<file path="config.mk">
export PLATFORM = sky130hd
export DESIGN_NAME = pipe_stage_skid_flat
export DESIGN_NICKNAME = d
export VERILOG_FILES = /design/src/rtl/pipe_pkg.sv /design/src/rtl/pipe_stage_skid_if.sv /design/src/rtl/pipe_stage_ctrl.sv /design/src/rtl/pipe_stage_skid.sv /design/src/flat_wrapper.sv
export SDC_FILE = /design/constraint.sdc
export NUM_CORES = 1
export LEC_CHECK = 0
export CAP_MARGIN = 20
export CORE_ASPECT_RATIO = 1.5
export CORE_MARGIN = 2
export CORE_UTILIZATION = 47
export CTS_BUF_LIST = sky130_fd_sc_hd__clkbuf_16
export CTS_CLUSTER_SIZE = 20
export DETAILED_ROUTE_END_ITERATION = 10
export HOLD_SLACK_MARGIN = 0.15
export PLACE_DENSITY = 0.85
export SYNTH_ARGS = -nofsm -noshare
export SYNTH_HDL_FRONTEND = slang
export SYNTH_SLANG_ARGS = --single-unit
</file>
<file path="constraint.sdc">
create_clock -name _clk -period 2.6 [get_ports _clk]
set_input_delay 0.26 -clock _clk [delete_from_list [all_inputs] [get_ports _clk]]
set_output_delay 0.26 -clock _clk [all_outputs]
set_load 0.005 [all_outputs]
</file>
<file path="src/rtl/pipe_pkg.sv">
// Shared definitions for pipeline-stage registers.
//   - Field widths and bit offsets of the packed IF/ID bundle
//     {inst, pc, pc_sub4, pc_add8, pc_add4, exc, jb_delayslot}, with inst in the MSBs.
//   - Occupancy state encoding of a stage register (EMPTY/ONE/FULL).
package pipe_pkg;

  localparam int INST_W         = 32;
  localparam int PC_W           = 32;
  localparam int PC_SUB4_W      = 32;
  localparam int PC_ADD8_W      = 32;
  localparam int PC_ADD4_W      = 32;
  localparam int EXC_W          = 32;
  localparam int JB_DELAYSLOT_W = 32;

  localparam int JB_DELAYSLOT_LSB = 0;
  localparam int EXC_LSB          = JB_DELAYSLOT_LSB + JB_DELAYSLOT_W;
  localparam int PC_ADD4_LSB      = EXC_LSB + EXC_W;
  localparam int PC_ADD8_LSB      = PC_ADD4_LSB + PC_ADD4_W;
  localparam int PC_SUB4_LSB      = PC_ADD8_LSB + PC_ADD8_W;
  localparam int PC_LSB           = PC_SUB4_LSB + PC_SUB4_W;
  localparam int INST_LSB         = PC_LSB + PC_W;

  localparam int ID_BUNDLE_W = INST_LSB + INST_W;  // 224

  typedef struct packed {
    logic [INST_W-1:0]         inst;
    logic [PC_W-1:0]           pc;
    logic [PC_SUB4_W-1:0]      pc_sub4;
    logic [PC_ADD8_W-1:0]      pc_add8;
    logic [PC_ADD4_W-1:0]      pc_add4;
    logic [EXC_W-1:0]          exc;
    logic [JB_DELAYSLOT_W-1:0] jb_delayslot;
  } id_bundle_t;

  // Encoding doubles as the occupancy count driven on occ_.
  typedef enum logic [1:0] {
    EMPTY = 2'd0,
    ONE   = 2'd1,
    FULL  = 2'd2
  } occ_e;

endpackage

</file>
<file path="src/rtl/pipe_stage_skid_if.sv">
// Valid/ready handshake bundle around one pipeline-stage register.
//   _valid/_data/ready_ : upstream side (producer -> stage)
//   valid_/data_/_ready : downstream side (stage -> consumer)
// Modports:
//   slave  : the stage register's view
//   master : the surrounding pipeline's view (drives upstream beats and downstream ready)
interface pipe_stage_skid_if #(
  parameter int W = pipe_pkg::ID_BUNDLE_W
);
  import pipe_pkg::*;

  logic         _valid;
  logic         ready_;
  logic [W-1:0] _data;
  logic         valid_;
  logic         _ready;
  logic [W-1:0] data_;

  modport slave (
    input  _valid, _data, _ready,
    output ready_, valid_, data_
  );

  modport master (
    output _valid, _data, _ready,
    input  ready_, valid_, data_
  );

endinterface

</file>
<file path="src/rtl/pipe_stage_ctrl.sv">
// Control half of a pipeline-stage register: occupancy FSM, upstream ready
// generation and the saturating flush-kill counter.
// Ports:
//   clk, rst_n      : clock, asynchronous active-low reset
//   flush, stall    : kill everything / hold downstream transfer
//   in_valid        : upstream beat valid
//   out_ready       : downstream ready
//   ready           : stage can accept (registered when SKID=1)
//   load_main       : main <= upstream data
//   load_skid       : skid <= upstream data
//   main_from_skid  : main <= skid
//   clear_main/skid : entry <= 0 (bubble)
//   occ             : number of valid entries
//   flush_cnt       : valid entries killed by flush, saturating
module pipe_stage_ctrl
  import pipe_pkg::*;
#(
  parameter int SKID  = 1,
  parameter int CNT_W = 8
) (
  input  logic             clk,
  input  logic             rst_n,
  input  logic             flush,
  input  logic             stall,
  input  logic             in_valid,
  input  logic             out_ready,
  output logic             ready,
  output logic             load_main,
  output logic             load_skid,
  output logic             main_from_skid,
  output logic             clear_main,
  output logic             clear_skid,
  output logic [1:0]       occ,
  output logic [CNT_W-1:0] flush_cnt
);

  occ_e             state_q, state_d;
  logic             ready_q, ready_d;
  logic [CNT_W-1:0] cnt_q, cnt_d;
  logic             valid_s;
  logic             xfer_s;
  logic             acc_s;

  // Add a 0..2 kill count to the counter, sticking at all-ones.
  function automatic logic [CNT_W-1:0] sat_add(input logic [CNT_W-1:0] a, input logic [1:0] b);
    logic [CNT_W+1:0] sum;
    sum = {2'b00, a} + {{CNT_W{1'b0}}, b};
    if (sum > {2'b00, {CNT_W{1'b1}}}) begin
      return {CNT_W{1'b1}};
    end else begin
      return sum[CNT_W-1:0];
    end
  endfunction

  assign valid_s = (state_q != EMPTY);
  assign xfer_s  = valid_s & out_ready & ~stall;
  // Single-entry mode can only refill in the cycle the held beat leaves.
  assign ready   = (SKID != 0) ? ready_q : (~valid_s | xfer_s);
  assign acc_s   = in_valid & ready & ~flush;
  assign occ     = state_q;
  assign flush_cnt = cnt_q;

  // Next-state, datapath strobes, next ready and flush counter.
  always_comb begin
    state_d        = state_q;
    cnt_d          = cnt_q;
    load_main      = 1'b0;
    load_skid      = 1'b0;
    main_from_skid = 1'b0;
    clear_main     = 1'b0;
    clear_skid     = 1'b0;
    if (flush) begin
      // Flush beats stall and transfer: every held entry is killed, none leaves.
      state_d    = EMPTY;
      clear_main = 1'b1;
      clear_skid = 1'b1;
      cnt_d      = sat_add(cnt_q, state_q);
    end else begin
      case (state_q)
        EMPTY: begin
          if (acc_s) begin
            state_d   = ONE;
            load_main = 1'b1;
          end else begin
            state_d = EMPTY;
          end
        end
        ONE: begin
          if (acc_s && xfer_s) begin
            state_d   = ONE;
            load_main = 1'b1;
          end else if (acc_s && !xfer_s) begin
            // Unreachable with SKID=0: ready there implies the main entry leaves.
            if (SKID != 0) begin
              state_d   = FULL;
              load_skid = 1'b1;
            end else begin
              state_d = ONE;
            end
          end else if (xfer_s) begin
            state_d    = EMPTY;
            clear_main = 1'b1;
          end else begin
            state_d = ONE;
          end
        end
        FULL: begin
          if (xfer_s) begin
            state_d        = ONE;
            main_from_skid = 1'b1;
            clear_skid     = 1'b1;
          end else begin
            state_d = FULL;
          end
        end
        default: begin
          state_d    = EMPTY;
          clear_main = 1'b1;
          clear_skid = 1'b1;
        end
      endcase
    end
    // Registered ready looks at where we are going, so it never depends on _ready/_stall.
    ready_d = (state_d != FULL);
  end

  // State, registered ready and flush counter.
  always_ff @(posedge clk or negedge rst_n) begin
    if (!rst_n) begin
      state_q <= EMPTY;
      ready_q <= 1'b1;
      cnt_q   <= {CNT_W{1'b0}};
    end else begin
      state_q <= state_d;
      ready_q <= ready_d;
      cnt_q   <= cnt_d;
    end
  end

endmodule

</file>
<file path="src/rtl/pipe_stage_skid.sv">
// Parametrised pipeline-stage register with valid/ready handshake, stall hold,
// flush-to-bubble and an optional skid entry.
// Ports:
//   _clk, _rst   : clock, asynchronous active-low reset
//   _flush       : discard all held and incoming beats
//   _stall       : hold the main entry, block downstream transfer
//   bus          : handshake bundle (upstream _valid/_data/ready_, downstream valid_/data_/_ready)
//   occ_         : entries held, 0..2
//   flush_cnt_   : valid entries killed by flush, saturating
module pipe_stage_skid
  import pipe_pkg::*;
#(
  parameter int W     = ID_BUNDLE_W,
  parameter int SKID  = 1,
  parameter int CNT_W = 8
) (
  input  logic              _clk,
  input  logic              _rst,
  input  logic              _flush,
  input  logic              _stall,
  pipe_stage_skid_if.slave  bus,
  output logic [1:0]        occ_,
  output logic [CNT_W-1:0]  flush_cnt_
);

  logic [W-1:0] main_q, main_d;
  logic [W-1:0] skid_q, skid_d;
  logic         main_vld_q, main_vld_d;
  logic         ready_s;
  logic         load_main_s, load_skid_s, main_from_skid_s;
  logic         clear_main_s, clear_skid_s;

  pipe_stage_ctrl #(
    .SKID  (SKID),
    .CNT_W (CNT_W)
  ) u_ctrl (
    .clk            (_clk),
    .rst_n          (_rst),
    .flush          (_flush),
    .stall          (_stall),
    .in_valid       (bus._valid),
    .out_ready      (bus._ready),
    .ready          (ready_s),
    .load_main      (load_main_s),
    .load_skid      (load_skid_s),
    .main_from_skid (main_from_skid_s),
    .clear_main     (clear_main_s),
    .clear_skid     (clear_skid_s),
    .occ            (occ_),
    .flush_cnt      (flush_cnt_)
  );

  // Main/skid entry next values; clearing wins so a bubble is always all-zero.
  always_comb begin
    main_d     = main_q;
    main_vld_d = main_vld_q;
    skid_d     = skid_q;
    if (clear_main_s) begin
      main_d     = {W{1'b0}};
      main_vld_d = 1'b0;
    end else if (load_main_s) begin
      main_d     = bus._data;
      main_vld_d = 1'b1;
    end else if (main_from_skid_s) begin
      main_d     = skid_q;
      main_vld_d = 1'b1;
    end else begin
      main_d     = main_q;
      main_vld_d = main_vld_q;
    end
    if (clear_skid_s) begin
      skid_d = {W{1'b0}};
    end else if (load_skid_s) begin
      skid_d = bus._data;
    end else begin
      skid_d = skid_q;
    end
  end

  // Payload registers.
  always_ff @(posedge _clk or negedge _rst) begin
    if (!_rst) begin
      main_q     <= {W{1'b0}};
      main_vld_q <= 1'b0;
      skid_q     <= {W{1'b0}};
    end else begin
      main_q     <= main_d;
      main_vld_q <= main_vld_d;
      skid_q     <= skid_d;
    end
  end

  assign bus.valid_ = main_vld_q;
  assign bus.data_  = main_q;
  assign bus.ready_ = ready_s;

endmodule

</file>
<file path="src/flat_wrapper.sv">
// flat-port wrapper written by rule: the top's interface ports become plain ports
module pipe_stage_skid_flat import pipe_pkg::*;
#(
  parameter int W     = ID_BUNDLE_W,
  parameter int SKID  = 1,
  parameter int CNT_W = 8
)
  (_clk, _rst, _flush, _stall, occ_, flush_cnt_, bus__valid, bus__data, bus__ready, bus_ready_, bus_valid_, bus_data_);
  pipe_stage_skid_if #(.W(W)) bus_i ();
  input  logic _clk;
  input  logic _rst;
  input  logic _flush;
  input  logic _stall;
  output logic [1:0] occ_;
  output logic [CNT_W-1:0] flush_cnt_;
  input wire logic [$bits(bus_i._valid)-1:0] bus__valid;
  input wire logic [$bits(bus_i._data)-1:0] bus__data;
  input wire logic [$bits(bus_i._ready)-1:0] bus__ready;
  output wire logic [$bits(bus_i.ready_)-1:0] bus_ready_;
  output wire logic [$bits(bus_i.valid_)-1:0] bus_valid_;
  output wire logic [$bits(bus_i.data_)-1:0] bus_data_;
  assign bus_i._valid = bus__valid;
  assign bus_i._data = bus__data;
  assign bus_i._ready = bus__ready;
  assign bus_ready_ = bus_i.ready_;
  assign bus_valid_ = bus_i.valid_;
  assign bus_data_ = bus_i.data_;
  pipe_stage_skid #(.W(W), .SKID(SKID), .CNT_W(CNT_W)) u_core (._clk(_clk), ._rst(_rst), ._flush(_flush), ._stall(_stall), .bus(bus_i), .occ_(occ_), .flush_cnt_(flush_cnt_));
endmodule
</file>
==> results.cfg <==
[power_and_ir_drop]
design_power_total_mw = 17.3
swShare = 0.267
combPwrFrac = 0.167
vdd_drop_max_v = 0.000581
switchingPower_mw = 4.64
pwr-share-seq = 0.456
pwr-share-clk = 0.377
power.internal_mw = 12.7
p_leak_nw = 12.8
power_density_nw_per_um2 = 585

[yosys]
ys_warn_count = 0
ys_seq_area_frac = 0.515
ys_types = 36
synth_top_area_share = 0.514
syn_area_um2 = 22400
ys_top_cells_by_area = dfrtp_1, mux2i_1, a2111oi_0
ys_seq_elements = 460
syn_avg_cell_area_um2 = 11.8
syn_nets = 2129
synth_area_leader_cell = dfrtp_1
synth_cells = 1893

[floorplan]
core.rowCount = 97
start_util = 0.477
boundaryPins = 466
die_w_um = 182
coreArea_um2 = 46800
die_h_um = 271
die_area_um2 = 49400

[critical_path]
crit_fanout = 57
start_kind = flop
crit_family = buffers and inverters
worst-endpoint-arrival_ns = 2.92
required_ns = 3.03
crit_buf_inv = 3
cpMaxStageDelayCell = buf_4
path_class = reg2reg
cp_common_cell = buf_4
end_kind = flop
crit_path_max_incr_delay_ns = 0.60
path_cells = buf_4, buf_4, buf_4, a2111oi_0, a211oi_1

[clock_tree]
ctsHtreeMaxLevel = 2
clock_path_buffers = 3
tritoncts = yes
cts_made_buffers = 46
cts_setup_buffers = 0
clock_latency_ns = 0.55
clk_pin_slew_ns = 0.06
root_buffer = clkbuf_16
cts_sinks = 460

[timing]
report.final.slew_viol_count = 0
setup_ws_ns = 0.114
period_needed_ns = 2.49
grt_setup_unrepaired = false
post-route-period-util = 0.956
finalSetupViolations = 0
fin_worst_skew_ns = 0.0220
fmax_ghz = 0.402
max_slew_margin = 0.290
worst_pin_slew_ns = 1.06
finalHoldViolations = 0
hold_ws_ns = 0.271

[global_routing]
grt_max_degree = 207
grt_pass1_wl_um = 116000
grtUsageTotal = 0.293
grt_pass1_vias = 20000
antenna_found_initial = 3
gr-total-overflow = 0

[drt]
viasPerCell = 6.64
num_vias = 19300
drt_pre_antenna_iters = 6
wirelength_um = 73900
ant_nets = 0
drt_iter0_drc = 2009
drc = 0
avgRoutedWirePerCell_um = 25.4

[outcome]
outcome = complete, no violations

[placed_design]
gp_congestion = 0.831
portBuffers = 465
dp_hpwl_um = 47200
dpl_worst_slack_ns = -0.106

[final_layout]
synthToLayoutAreaGrowth_pct = 32.6
nets = 2520
drive_gt1_frac = 0.0869

[run]
drv_cap = 0

[worst_hold_path]
hold_path_class = in2async
## cell type report
type / instances / area [um^2]
antenna: 3 / 7.51
clock buffer: 47 / 1180
clock inverter: 31 / 254
fill: 3443 / 17200
inverter: 7 / 26.3
multi-input combinational: 1176 / 9680
sequential: 460 / 11500
tap: 594 / 743
timing repair buffer: 593 / 6230
## metrics by stage
step | utilization | TNS (ns) | cell area (um^2) | cells
floorplan | - | 0 | 22400 | 1893
global placement | 0.601 | -0.0203 | 28200 | 2828
detailed placement | 0.601 | -6.86 | 28200 | 2828
CTS | 0.632 | 0 | 29600 | 2908
global route | 0.633 | 0 | 29600 | 2911
finish | 0.633 | 0 | 29600 | 2911
## per-layer routing
metal,share of wire,track usage
met4,0.062,0.170
met3,0.074,0.0524
met1,0.37,0.365
met5,0,0
met2,0.49,0.480
## registers in the layout, summed over array words and instances (netlist names)
register and flops:
u_core.bus.data_ 224, u_core.skid_q 224, u_core.u_ctrl.flush_cnt 8, u_core.u_ctrl.occ 2, u_core.bus.valid_ 1, u_core.u_ctrl.ready 1
## layout by cell type, fill, tap and decap left out, types with 4 or more instances in the layout
| master | count |
|---|---|
| a2111oi_0 | 223 |
| a211oi_1 | 224 |
| a21oi_1 | 6 |
| buf_12 | 48 |
| buf_4 | 78 |
| bufinv_16 | 4 |
| clkbuf_16 | 47 |
| clkdlybuf4s50_1 | 463 |
| clkinv_1 | 8 |
| clkinv_2 | 7 |
| clkinvlp_4 | 5 |
| dfrtp_1 | 458 |
| ha_1 | 5 |
| inv_1 | 13 |
| mux2i_1 | 450 |
| nand2_1 | 5 |
| nand4_1 | 4 |
| nor2_1 | 6 |
| nor3_1 | 224 |
## synth_stat cells
| library cell | n |
|---|---|
| inv_1 | 7 |
| and3_1 | 1 |
| clkbuf_2 | 1 |
| o31ai_1 | 1 |
| nor3b_1 | 1 |
| o21ai_0 | 3 |
| o31a_1 | 1 |
| buf_6 | 8 |
| nor3_1 | 224 |
| nand3_1 | 3 |
| dfstp_2 | 1 |
| a31oi_1 | 2 |
| nor2b_1 | 1 |
| a21oi_1 | 6 |
| o21a_1 | 2 |
| nand3b_4 | 1 |
| and4_1 | 1 |
| a2111oi_0 | 224 |
| clkbuf_1 | 157 |
| nor2_1 | 6 |
| mux2i_1 | 450 |
| and4bb_1 | 1 |
| o21ai_1 | 1 |
| nand2_1 | 7 |
| dfrtp_1 | 459 |
| buf_1 | 9 |
| ha_1 | 5 |
| mux2_2 | 1 |
| a211oi_1 | 224 |
| buf_2 | 45 |
| fa_1 | 1 |
| nand4_1 | 4 |
| nand3b_1 | 1 |
| or3_1 | 2 |
| a211o_1 | 2 |
| buf_4 | 30 |
## power by group through the flow
stage / clock network [mW] / registers (mW) / logic (mW)
after floorplan: 0 / 7.94 / 1.10
after global placement: 0 / 7.99 / 2.78
after detailed placement: 0 / 8.01 / 2.86
after CTS: 6.60 / 7.89 / 2.89
after global routing: 6.86 / 7.93 / 3.10
final: 6.54 / 7.90 / 2.90
## final timing paths
kind | from | endpoint | slack [ns] | depth (start not counted)
max | u_core.u_ctrl.occ[1]$_DFF_PN0_ | u_core.bus.data_[52]$_DFFE_PN0P_ | 0.11 | 5
max reg2reg | u_core.u_ctrl.occ[1]$_DFF_PN0_ | u_core.bus.data_[52]$_DFFE_PN0P_ | 0.11 | 5
min reg2reg | u_core.u_ctrl.flush_cnt[4]$_DFFE_PN0P_ | u_core.u_ctrl.flush_cnt[4]$_DFFE_PN0P_ | 0.55 | 1
min | _rst | u_core.skid_q[19]$_DFFE_PN0P_ | 0.27 | 2
max in group asynchronous | _rst | u_core.skid_q[56]$_DFFE_PN0P_ | 1.38 | 3
min in group _clk | bus__data[44] | u_core.skid_q[44]$_DFFE_PN0P_ | 0.34 | 3
## what timing repair did
item,CTS,global route
gates resized for setup,0,1
hold endpoints to repair,73,0
setup endpoints to repair,0,1
hold buffers,2,0
## kinds of logic after synthesis
logic type	count (synthesis)	share of synthesized area
AO/OA/AOI/OAI	466	0.168
flip-flops	460	0.515
multiplexers	451	0.202
buffers and inverters	257	0.0535
AND/OR/NAND/NOR	253	0.0578
adder cells (fa/ha/maj)	6	0.00369
## worst register-to-register path, cell delays in order, from the launching register on
cell and delay, ns:
dfrtp_4 0.40, buf_4 0.22, buf_4 0.55, buf_4 0.64
a2111oi_0 0.20, a211oi_1 0.37
Note: power is estimated with default switching activity, not from simulation.
